$ cat config.mk
export PLATFORM = sky130hd
export DESIGN_NAME = pooled_feature_serializer
export DESIGN_NICKNAME = d
export VERILOG_FILES = /design/src/rtl/pooled_feature_serializer_pkg.sv /design/src/rtl/pooled_feature_serializer_pixel_fifo.sv /design/src/rtl/pooled_feature_serializer.sv
export SDC_FILE = /design/constraint.sdc
export NUM_CORES = 1
export LEC_CHECK = 0
export CAP_MARGIN = 40
export CORE_MARGIN = 4
export CORE_UTILIZATION = 55
export CTS_BUF_LIST = sky130_fd_sc_hd__clkbuf_4 sky130_fd_sc_hd__clkbuf_8
export CTS_CLUSTER_DIAMETER = 120
export DETAILED_ROUTE_END_ITERATION = 8
export PLACE_DENSITY = 0.81
export RECOVER_POWER = 25
export SLEW_MARGIN = 20
export SYNTH_ARGS = -nofsm -noshare
export SYNTH_HDL_FRONTEND = slang
export SYNTH_HIERARCHICAL = 1
export SYNTH_SLANG_ARGS = --single-unit
$ cat constraint.sdc
create_clock -name clk -period 5.2 [get_ports clk]
set_input_delay 1.04 -clock clk [delete_from_list [all_inputs] [get_ports clk]]
set_output_delay 1.04 -clock clk [all_outputs]
set_load 0.02 [all_outputs]
$ cat src/rtl/pooled_feature_serializer_pkg.sv
// rtl/pooled_feature_serializer_pkg.sv - shared widths and helpers for the pooled feature serializer
`ifndef LOG2
`define LOG2(x) $clog2(x)
`endif

package pooled_feature_serializer_pkg;

  localparam int DATA_WIDTH = 16;

  // Counter width that stays at least one bit for degenerate sizes.
  function automatic int cnt_width(input int n);
    return (n > 1) ? $clog2(n) : 1;
  endfunction

endpackage

$ cat src/rtl/pooled_feature_serializer_pixel_fifo.sv
// rtl/pooled_feature_serializer_pixel_fifo.sv - synchronous FIFO of whole pooled pixel vectors
`ifndef LOG2
`define LOG2(x) $clog2(x)
`endif

module pooled_feature_serializer_pixel_fifo
  import pooled_feature_serializer_pkg::*;
#(
  parameter int WIDTH = 80,
  parameter int DEPTH = 4
) (
  input  logic             clk,
  input  logic             rst_n,
  input  logic             i_push,
  input  logic [WIDTH-1:0] i_data,
  input  logic             i_pop,
  output logic [WIDTH-1:0] o_head,
  output logic             o_full,
  output logic             o_empty
);

  localparam int PTR_W = cnt_width(DEPTH);
  localparam int CNT_W = `LOG2(DEPTH) + 1;

  logic [WIDTH-1:0] r_mem [DEPTH];
  logic [PTR_W-1:0] r_wr_ptr;
  logic [PTR_W-1:0] r_rd_ptr;
  logic [CNT_W-1:0] r_count;

  // DEPTH is a power of two, so pointers wrap by natural overflow.
  always_ff @(posedge clk or negedge rst_n) begin
    if (!rst_n) begin
      r_wr_ptr <= '0;
      r_rd_ptr <= '0;
      r_count  <= '0;
    end else begin
      if (i_push) r_wr_ptr <= r_wr_ptr + 1'b1;
      if (i_pop)  r_rd_ptr <= r_rd_ptr + 1'b1;
      case ({i_push, i_pop})
        2'b10:   r_count <= r_count + 1'b1;
        2'b01:   r_count <= r_count - 1'b1;
        default: r_count <= r_count;
      endcase
    end
  end

  always_ff @(posedge clk) begin
    if (i_push) r_mem[r_wr_ptr] <= i_data;
  end

  assign o_head  = r_mem[r_rd_ptr];
  assign o_full  = (r_count == CNT_W'(DEPTH));
  assign o_empty = (r_count == '0);

endmodule

$ cat src/rtl/pooled_feature_serializer.sv
// rtl/pooled_feature_serializer.sv - buffers pooled pixel vectors and streams them one channel word per cycle
`ifndef LOG2
`define LOG2(x) $clog2(x)
`endif

module pooled_feature_serializer
  import pooled_feature_serializer_pkg::*;
#(
  parameter int CHANNELS   = 5,
  parameter int OUT_SIZE   = 12,
  parameter int FIFO_DEPTH = 4
) (
  input  logic                           clk,
  input  logic                           rst_n,
  input  logic                           clk_en,
  input  logic [DATA_WIDTH*CHANNELS-1:0] in_data,
  input  logic                           in_valid,
  output logic [DATA_WIDTH-1:0]          out_data,
  output logic                           out_valid,
  input  logic                           out_ready,
  output logic [`LOG2(CHANNELS)-1:0]     out_channel,
  output logic                           out_last,
  output logic                           overflow
);

  localparam int CH_W   = `LOG2(CHANNELS);
  localparam int PIXELS = OUT_SIZE * OUT_SIZE;
  localparam int PIX_W  = cnt_width(PIXELS);
  localparam logic [CH_W-1:0]  LAST_CH  = CH_W'(CHANNELS - 1);
  localparam logic [PIX_W-1:0] LAST_PIX = PIX_W'(PIXELS - 1);

  logic [DATA_WIDTH*CHANNELS-1:0] w_head;
  logic                           w_full;
  logic                           w_empty;
  logic                           w_capture;
  logic                           w_hs;
  logic                           w_pop;
  logic                           w_push;

  logic [CH_W-1:0]  r_chan_idx;
  logic [PIX_W-1:0] r_pix_cnt;
  logic             r_overflow;

  assign w_capture = in_valid && clk_en;
  assign w_hs      = !w_empty && out_ready;
  assign w_pop     = w_hs && (r_chan_idx == LAST_CH);
  // A full FIFO still accepts when the head frees its slot on the same edge.
  assign w_push    = w_capture && (!w_full || w_pop);

  pooled_feature_serializer_pixel_fifo #(
    .WIDTH (DATA_WIDTH * CHANNELS),
    .DEPTH (FIFO_DEPTH)
  ) u_pixel_fifo (
    .clk     (clk),
    .rst_n   (rst_n),
    .i_push  (w_push),
    .i_data  (in_data),
    .i_pop   (w_pop),
    .o_head  (w_head),
    .o_full  (w_full),
    .o_empty (w_empty)
  );

  always_ff @(posedge clk or negedge rst_n) begin
    if (!rst_n) begin
      r_chan_idx <= '0;
      r_pix_cnt  <= '0;
      r_overflow <= 1'b0;
    end else begin
      if (w_hs) begin
        if (r_chan_idx == LAST_CH) begin
          r_chan_idx <= '0;
          r_pix_cnt  <= (r_pix_cnt == LAST_PIX) ? '0 : r_pix_cnt + 1'b1;
        end else begin
          r_chan_idx <= r_chan_idx + 1'b1;
        end
      end
      if (w_capture && w_full && !w_pop) r_overflow <= 1'b1;
    end
  end

  always_comb begin
    out_data = '0;
    if (!w_empty) begin
      for (int i = 0; i < CHANNELS; i++) begin
        if (r_chan_idx == CH_W'(i)) out_data = w_head[i*DATA_WIDTH +: DATA_WIDTH];
      end
    end
  end

  assign out_valid   = !w_empty;
  assign out_channel = r_chan_idx;
  assign out_last    = (r_pix_cnt == LAST_PIX) && (r_chan_idx == LAST_CH) && !w_empty;
  assign overflow    = r_overflow;

endmodule

=== Yosys cells after proc, flatten, opt, wreduce, memory -nomap -nowiden ===
Memory sizes are Yosys's and may differ from the RTL's.
Cells that the tools add are included.

* Add/sub/neg operators: 6
* Equality and inequality tests: 8
* Multiplexer cells: 11
* Reductions and logical operators: 16

{| class="wikitable"
|+ Operator list
! cell !! count
|-
| $mux 16 || 6
|-
| $add 8x1->8 const B || 1
|-
| $eq 8x8->1 const B || 1
|-
| $logic_and 1x1->1 || 8
|-
| $mux 8 || 1
|-
| $add 3x1->3 const B || 2
|-
| $eq 3x2->1 const B || 2
|-
| $eq 3x3->1 const B || 2
|-
| $logic_not 3->1 || 2
|-
| $pmux 3 s2 || 1
|-
| $add 2x1->2 const B || 2
|-
| $eq 3x1->1 const B || 1
|-
| $logic_not 1->1 || 3
|-
| $mux 3 || 1
|-
| $sub 3x1->3 const B || 1
|-
| $eq 2x1->1 const B || 1
|-
| $eq 2x2->1 const B || 1
|-
| $mux 1 || 2
|-
| $reduce_and 2->1 || 1
|-
| $reduce_bool 2->1 || 1
|-
| $logic_or 1x1->1 || 1
|}

* Register bits after elaboration: 19
* RAM bits: 320
* Output and inout port bits: 22
* Word-level logic and storage cells: 48
* Memories kept: 1

{| class="wikitable"
|+ Memories
! memory !! depth !! bits a word !! rd ports !! clocked after memory_dff !! write ports !! line !! text
|-
| u_pixel_fifo.r_mem || 4 || 80 || 1 || 0 || 1 || pooled_feature_serializer_pixel_fifo.sv:25 || <nowiki>logic [WIDTH-1:0] r_mem [DEPTH];</nowiki>
|}

=== Longest topological paths before layout ===
Gate-level depths: netlist of run 1.

* Word-level depth: 8
* Depth in mapped cells: 12

=== Hierarchy ===
Netlist of run 1, hierarchy kept.

{| class="wikitable"
|+ Modules (own cells, without submodules)
! module !! times used !! cells each !! area an instance (µm²)
|-
| pooled_feature_serializer_pixel_fifo || 1 || 455 || 12025.3
|-
| pooled_feature_serializer || 1 || 162 || 1525.2
|}

=== Least setup slack after synthesis of run 1 ===
OpenSTA, ideal clock, no wires.

* Path kind: input to register
* Start point: input port out_ready
* End point: memory u_pixel_fifo.r_mem[0][0], enable pin
* Library setup time: 0.447 ns
* Arrival time: 3.630 ns
* Data required time: 4.753 ns
* Slack: 1.123 ns
* Stages: 4
* Path buffers: 1
* Cells stage by stage: nand4b_1 buf_2 a21oi_1 and2_1

* Longest elaborated chain between the ends: 6

{| class="wikitable"
|+ RTL lines
! what !! line !! text
|-
| start: declaration || pooled_feature_serializer.sv:20 || <nowiki>input logic out_ready,</nowiki>
|-
| $logic_and 1x1->1 || pooled_feature_serializer.sv:45 || <nowiki>assign w_hs = !w_empty && out_ready;</nowiki>
|-
| $logic_and 1x1->1 || pooled_feature_serializer.sv:46 || <nowiki>assign w_pop = w_hs && (r_chan_idx == LAST_CH);</nowiki>
|-
| $logic_or 1x1->1 || pooled_feature_serializer.sv:48 || <nowiki>assign w_push = w_capture && (!w_full || w_pop);</nowiki>
|-
| $logic_and 1x1->1 || pooled_feature_serializer.sv:48 ||
|-
| net w_push || pooled_feature_serializer.sv:38 || <nowiki>logic w_push;</nowiki>
|-
| $mux 1 || pooled_feature_serializer_pixel_fifo.sv:48 || <nowiki>if (i_push) r_mem[r_wr_ptr] <= i_data;</nowiki>
|-
| $mux 1 (not written as such) || pooled_feature_serializer_pixel_fifo.sv:48 ||
|-
| end: declaration || pooled_feature_serializer_pixel_fifo.sv:25 ||
|}

The timed path passes the listed nets, and every way through them passes these cells.

=== Worst setup path in the final report of run 1 ===
* Start point: register r_chan_idx[0] (netlist: out_channel[0])
* End point: output port out_data[13]

* Longest elaborated chain between the ends: 7
* Elaborated cells on any way between the ends: 11
* Classes of those cells: eq/ne: 4; mux: 6; reduce/logical: 1

{| class="wikitable"
|+ RTL lines
! what !! line !! text
|-
| start: declaration || pooled_feature_serializer.sv:40 || <nowiki>logic [CH_W-1:0] r_chan_idx;</nowiki>
|-
| start signal: assignment || pooled_feature_serializer.sv:75 || <nowiki>r_chan_idx <= r_chan_idx + 1'b1;</nowiki>
|-
| $logic_not 3->1 || pooled_feature_serializer.sv:86 || <nowiki>if (r_chan_idx == CH_W'(i)) out_data = w_head[i*DATA_WIDTH +: DATA_WIDTH];</nowiki>
|-
| $mux 16 (4 in series) || pooled_feature_serializer.sv:86 ||
|-
| $mux 16 * || pooled_feature_serializer.sv:86 ||
|-
| $mux 16 * || pooled_feature_serializer.sv:84 || <nowiki>if (!w_empty) begin</nowiki>
|-
| end: declaration || pooled_feature_serializer.sv:18 || <nowiki>output logic [DATA_WIDTH-1:0] out_data,</nowiki>
|}

Every way passes the cells marked *; elsewhere a longest branch is shown, timed or not.

==> flow_summary_export.csv, run 1 <==
group,metric,value,unit
yosys,synthArstFlopShare,5.605,%
global_routing,grt_usage,20.37,%
setup_path,crit_start,"out_channel[0]",
timing,slew_viol_final,0,
job,maxCapViolations,0,
detailed_routing,drtIter0Drc,621,
timing,max_slew.worst_pin.slew,0.7951,ns
finish,layout.nets,863,
pwr,cellPowerDensity,523.9,mW/mm^2
placement,dp.cells,1034,
cts,htree_levels,2,
status,status,"complete, no violations",
placement,io_buffers,106,
detailed_routing,drcViolationCount,0,
yosys,synth_fa_ha_area_share,1.163,%
timing,setup_viol,0,
yosys,synth_edf_count,320,
cts,cts_tree,"yes",
cts,root_buffer,"clkbuf_8",
finish,instances_no_fill,1131,
setup_path,cp_data_arrival_time,3.47,ns
global_routing,grt_pass1_vias,7203,
yosys,yosys.area_share.simple,2.576,%
cts,max-clock-path-buffers,3,
global_routing,grt_pass1_wl,41330,um
yosys,synth_seq_cells,339,
floorplanning,chipHeight,165.0,um
cts,hold_buffers,0,
timing,finalWorstSetupSlack,0.6907,ns
detailed_routing,ant_nets,0,
timing,fin_setup_tns,0,ns
pwr,intPower,5.787,mW
pwr,switching_share,30.71,%
timing,period_needed,4.509,ns
floorplanning,die_w,165.0,um
floorplanning,start_util,55.88,%
yosys,syn-mean-instance-area,21.96,um^2
timing,fmax,221.8,MHz
yosys,synth_xor_area_share,0.5817,%
yosys,synth_top_family_by_area,"multiplexers",
yosys,yosysSeqAreaShare,74.42,%
floorplanning,core_area,0.02425,mm^2
detailed_routing,drt_wl_total,26760,um
timing,slew_headroom,46.99,%
global_routing,grt_max_degree,79,
setup_path,crit_path_max_fanout,7,
detailed_routing,drt-vias-per-instance,5.840,
yosys,synth_compound_area_share,4.072,%
setup_path,r2r_slack,2.04,ns
detailed_routing,routed-via-count,6605,
setup_path,crit_path_end,"out_data[13]",
finish,drive_gt1_share,26.18,%
pwr,p_sw,2.565,mW
setup_path,required,4.16,ns
pwr,clkPwrFrac,25.3,%
cts,cts.sinks,339,
setup_path,worst_setup_path_start_kind,"flip-flop",
global_routing,grt-ovfl-total,0,
placement,pre_cts_slack,1.141,ns
yosys,yosysWarnings,6,
floorplanning,rows,57,
timing,finalHoldViolCount,0,
detailed_routing,wire_per_inst,23.66,um
yosys,muxShareOfSynthArea,14.58,%
cts,clkTransAtPathRegs,0.06,ns
worst_hold_path,min_path_type,"flip-flop to flip-flop",
timing,period_share,86.72,%
setup_path,endpoint_kind,"output port",
yosys,syn_area,0.01355,mm^2
cts,cts_buffers,52,
yosys,ys.flop_type,"edfxtp_1",
pwr,combinationalPowerShare,32.3,%
setup_path,r2r_start,"out_channel[0]",
finish,fillers,1535,
placement,gp_congestion,0.7848,
pwr,p_leak,5.297,nW
setup_path,crit_type,"flip-flop to output port",
cts,cts_setup_buffers,0,
cts,insertion_delay,0.57,ns
finish,syn2layout_area_growth,17.66,%
yosys,netlist_instances,617,
yosys,syn_nets,714,
pwr,ir_drop,0.0004974,V
pwr,p_seq_share,42.4,%
timing,finalClockSkew,0.02230,ns
floorplanning,pin_count,107,
placement,hpwl,17000,um
yosys,synth_cell_types,53,
timing,rsz0062_at_grt,"false",
detailed_routing,firstDrtPassIters,5,
global_routing,antenna_found_initial,7,
setup_path,r2r-end,"u_pixel_fifo/r_mem[0][69]",
cts,ctsResizeCount,0,
floorplanning,die_area,0.02721,mm^2
setup_path,ff2ff_path_depth,7,
## worst min-delay path by stage
stage / startpoint / end / slack, ns / cells past startpoint
CTS: overflow / overflow / 0.47 / 1
finish: overflow / overflow / 0.47 / 1
global placement: overflow / overflow / 0.45 / 1
detailed placement: overflow / overflow / 0.45 / 1
floorplan: u_pixel_fifo/r_count[2] / u_pixel_fifo/r_count[2] / 0.46 / 1
global route: overflow / overflow / 0.48 / 1
## critical path: stages (launching register included)
cell	delay, ns
dfrtp_1	0.44
inv_1	0.16
ha_1	0.28
nor3b_4	0.52
buf_4	0.27
buf_4	0.18
a22oi_2	0.08
a211oi_2	0.30
clkdlybuf4s50_1	0.67
## cell type report
class | instances | area [um^2] | share of cell area [%]
clock buffer | 69 | 843.3 | 5.289
tap | 324 | 405.4 | 2.543
clock inverter | 25 | 171.4 | 1.075
antenna | 1 | 2.502 | 0.01569
multi-input combinational | 237 | 3126 | 19.60
sequential | 339 | 10090 | 63.30
timing repair buffer | 123 | 1255 | 7.871
inverter | 13 | 48.80 | 0.3061
## power by group through the flow
stage	Combinational (mW)	Clock, mW	Sequential (mW)
5_1_grt	2.87	2.31	3.58
6_report	2.70	2.11	3.54
2_1_floorplan	2.02	0	3.48
3_5_place_dp	2.71	0	3.60
3_3_place_gp	2.66	0	3.57
4_1_cts	2.73	2.16	3.55
## Yosys cell counts (2+ instances only)
cell / n / area, um^2
o21ai_0: 16 / 80.08
a211oi_2: 10 / 125.1
and3_1: 2 / 12.51
edfxtp_1: 320 / 9609
nor2_1: 2 / 7.510
a21oi_1: 2 / 10.01
inv_1: 13 / 48.80
xor2_1: 5 / 43.79
a211oi_1: 7 / 52.55
o21ai_1: 4 / 20.02
xnor2_1: 4 / 35.03
a22oi_1: 6 / 45.04
clkbuf_1: 2 / 7.510
nand3_1: 2 / 10.01
buf_2: 10 / 50.05
dfrtp_1: 19 / 475.5
a22oi_2: 10 / 125.1
mux4_2: 79 / 1779
or2b_1: 11 / 82.58
nor2b_1: 2 / 12.51
nor3_1: 2 / 10.01
ha_1: 11 / 137.6
buf_12: 8 / 160.2
nand2_1: 13 / 48.80
o41ai_1: 2 / 17.52
mux2i_1: 17 / 170.2
buf_6: 4 / 45.04
nand2b_1: 6 / 37.54
and2_1: 4 / 25.02
## cell usage in the layout (no fill, tap or decap), drive strengths merged, types with 5 or more instances in the layout
cell type	synthesis	routed
edfxtp	320	320
mux4	80	80
clkbuf	4	70
clkdlybuf4s50	0	61
dlygate4sd3	0	45
o21ai	20	20
clkinv	0	20
dfrtp	19	19
a211oi	18	18
mux2i	17	17
a22oi	16	16
buf	24	16
inv	13	15
nand2	14	14
or2b	11	11
ha	11	11
nand2b	6	6
and2	5	5
xor2	5	5
## kinds of logic (layout without fill, tap and decap cells)
group                      count (synthesis)  count (layout)
adders and majority gates                 12              12
DFF                                      339             339
buffers and inverters                     41             230
AOI/OAI and AO/OA                         65              65
muxes                                     97              97
and+or+nand+nor                           54              54
other                                      0               1
xor gates and xnor gates                   9               9
## per-stage QoR
| step | power, mW | area (um^2) | util [%] | hold WS [ns] |
|---|---|---|---|---|
| finish | 8.353 | 15940 | 65.75 | 0.4651 |
| global route | 8.753 | 15940 | 65.75 | 0.4759 |
| CTS | 8.433 | 15920 | 65.67 | 0.4683 |
| detailed placement | 6.310 | 14910 | 61.48 | 0.4546 |
| global placement | 6.231 | 14910 | 61.48 | 0.4505 |
| floorplan | 5.495 | 13550 | - | 0.4566 |
## routing by layer
metal	part of all wire (%)	up-vias	wire length (um)	GRT usage [%]
li1	-	2881	-	-
met1	39	3449	10320	26.04
met2	53	220	14210	34.96
met3	6.1	47	1637	4.866
met4	2.0	8	538	6.314
met5	0.19	-	51	0
## flip-flops by register name, summed over array words and instances (netlist names)
name	count
u_pixel_fifo/r_mem	320
u_pixel_fifo/r_wr_ptr	2
r_pix_cnt	8
overflow	1
u_pixel_fifo/r_rd_ptr	2
u_pixel_fifo/r_count	3
out_channel	3
No activity file was read; power rests on OpenSTA's default activity.
==> inputs of run 2 (changes only) <==
- CORE_MARGIN: 4 -> 2
- SETUP_SLACK_MARGIN: unset -> 0.1
==> run 2 against run 1 <==
Via count grew 1.1%. Worst setup slack lost 0.18 ns. Power shrank 0.53%. Largest cell class unchanged. Routed wire length grew 0.56%. Sequential cell count is the same. Core utilization shrank 0.20 points. Non-clock buffer count shrank 2. Global-route usage grew 0.97 points. Sequential power is essentially flat. First-iteration DRC count grew 21%. Sequential share of layout area grew 0.19 points.
==> flow_summary_export.csv, run 2 (synthesis gave the netlist of run 1 again) <==
group,metric,value,unit
setup_path,slowest_delay,0.70,ns
timing,slew_headroom,49.22,%
detailed_routing,ant_nets,0,
worst_hold_path,min_path_type,"flip-flop to flip-flop",
timing,whs,0.4926,ns
floorplanning,start_util,55.88,%
setup_path,crit_type,"flip-flop to output port",
pwr,combinationalPowerShare,31.9,%
detailed_routing,drcViolationCount,0,
timing,finalWorstSetupSlack,0.5137,ns
finish,layout.nets,861,
global_routing,grt-ovfl-total,0,
pwr,p_sw,2.573,mW
job,maxCapViolations,0,
global_routing,grt_pass1_vias,7065,
floorplanning,chipHeight,161.0,um
cts,cts_buffers,52,
cts,cts.sinks,339,
pwr,clkPwrFrac,25.2,%
placement,io_buffers,106,
finish,syn2layout_area_growth,17.31,%
pwr,switching_share,30.97,%
setup_path,cp_data_arrival_time,3.65,ns
cts,insertion_delay,0.58,ns
status,status,"complete, no violations",
cts,max-clock-path-buffers,3,
setup_path,crit_path_max_fanout,18,
timing,max_slew.worst_pin.slew,0.7617,ns
floorplanning,rows,57,
placement,hpwl,17020,um
setup_path,path_delay_family,"buffers and inverters",
detailed_routing,drt-vias-per-instance,5.918,
global_routing,grt_usage,21.33,%
detailed_routing,drt_wl_total,26910,um
detailed_routing,wire_per_inst,23.85,um
global_routing,antenna_found_initial,6,
setup_path,crit_chain,"inv_1 -> ha_1 -> or3b_4 -> o21ai_0 -> a211oi_1 -> clkdlybuf4s50_1",
cts,root_buffer,"clkbuf_8",
floorplanning,die_w,161.0,um
setup_path,endpoint_kind,"output port",
timing,period_share,90.12,%
global_routing,grt_pass1_wl,41100,um
pwr,p_seq_share,42.9,%
timing,finalClockSkew,0.02782,ns
pwr,power,8.308,mW
placement,pre_cts_slack,1.179,ns
timing,setup_viol,0,
finish,utilization,65.56,%
setup_path,worst_setup_path_start_kind,"flip-flop",
setup_path,critPathSlowestCell,"clkdlybuf4s50_1",
cts,hold_buffers,0,
pwr,intPower,5.735,mW
timing,finalHoldViolCount,0,
floorplanning,core_area,0.02425,mm^2
floorplanning,pin_count,107,
floorplanning,die_area,0.02591,mm^2
detailed_routing,routed-via-count,6675,
finish,regMostFlops,"u_pixel_fifo/r_mem",
timing,rsz0062_at_grt,"false",
global_routing,grt_max_degree,49,
setup_path,crit_buf_inv,2,
pwr,ir_drop,0.0004212,V
timing,fmax,213.4,MHz
timing,fin_setup_tns,0,ns
cts,htree_levels,2,
pwr,cellPowerDensity,522.6,mW/mm^2
finish,final_common_cell,"edfxtp_1",
finish,layout_common_cells,"edfxtp_1 (320), mux4_2 (79), clkdlybuf4s50_1 (56)",
cts,ctsResizeCount,0,
timing,slew_viol_final,0,
cts,clkTransAtPathRegs,0.06,ns
setup_path,required,4.16,ns
detailed_routing,firstDrtPassIters,5,
finish,drive_gt1_share,25.69,%
cts,cts_tree,"yes",
cts,cts_setup_buffers,0,
placement,gp_congestion,0.7872,
pwr,p_leak,5.274,nW
finish,largest_register_ffs,320,
finish,reg.largest.list,"u_pixel_fifo/r_mem (320), r_pix_cnt (8)",
detailed_routing,drtIter0Drc,751,
timing,period_needed,4.686,ns
-- run 2: per-layer routing --
| metal | wire [um] | global-route usage (%) | vias up |
|---|---|---|---|
| met3 | 1920 | 4.933 | 39 |
| met5 | 31 | 0 | - |
| met4 | 492 | 6.737 | 4 |
| li1 | - | - | 2878 |
| met1 | 10340 | 28.12 | 3465 |
| met2 | 14120 | 35.86 | 289 |
-- run 2: path summary, 6_finish.rpt --
| kind | end | cells past startpoint | from | slack, ns |
|---|---|---|---|---|
| max reg2reg | u_pixel_fifo/r_mem[0][23] | 6 | out_channel[0] | 1.90 |
| min reg2reg | overflow | 1 | overflow | 0.49 |
| min in group asynchronous | r_pix_cnt[1] | 1 | rst_n | 0.80 |
| max | out_data[9] | 6 | out_channel[2] | 0.51 |
| max in group asynchronous | u_pixel_fifo/r_rd_ptr[0] | 2 | rst_n | 3.91 |
| min | overflow | 1 | overflow | 0.49 |
-- run 2: worst register-to-register path, cell delays in order (launching register included) --
cell,delay (ns)
dfrtp_1,0.42
inv_1,0.13
ha_1,0.30
nand4b_1,0.42
a21oi_1,0.63
and2_4,0.67
buf_12,0.37
-- run 2: per-stage QoR --
stage / cell area (um^2) / cells
CTS: 15880 / 1125
detailed placement: 14890 / 1033
floorplan: 13550 / 617
finish: 15900 / 1128
global route: 15890 / 1126
global placement: 14890 / 1033
-- run 2: cell type report --
type,count,area [um^2]
diodes,2,5.005
inverters,13,48.80
well taps,324,405.4
clock inverters,21,127.6
clock buffers,71,864.6
repair buffers,121,1227
multi-input cells,237,3126
flip-flops and latches,339,10090
fillers,1566,8352
-- run 2: power groups by stage --
stage	registers (mW)	logic (mW)	clock network (mW)
after floorplan	3.48	2.02	0
after global placement	3.60	2.61	0
after detailed placement	3.63	2.67	0
after CTS	3.57	2.68	2.13
after global routing	3.60	2.80	2.25
final	3.57	2.65	2.09
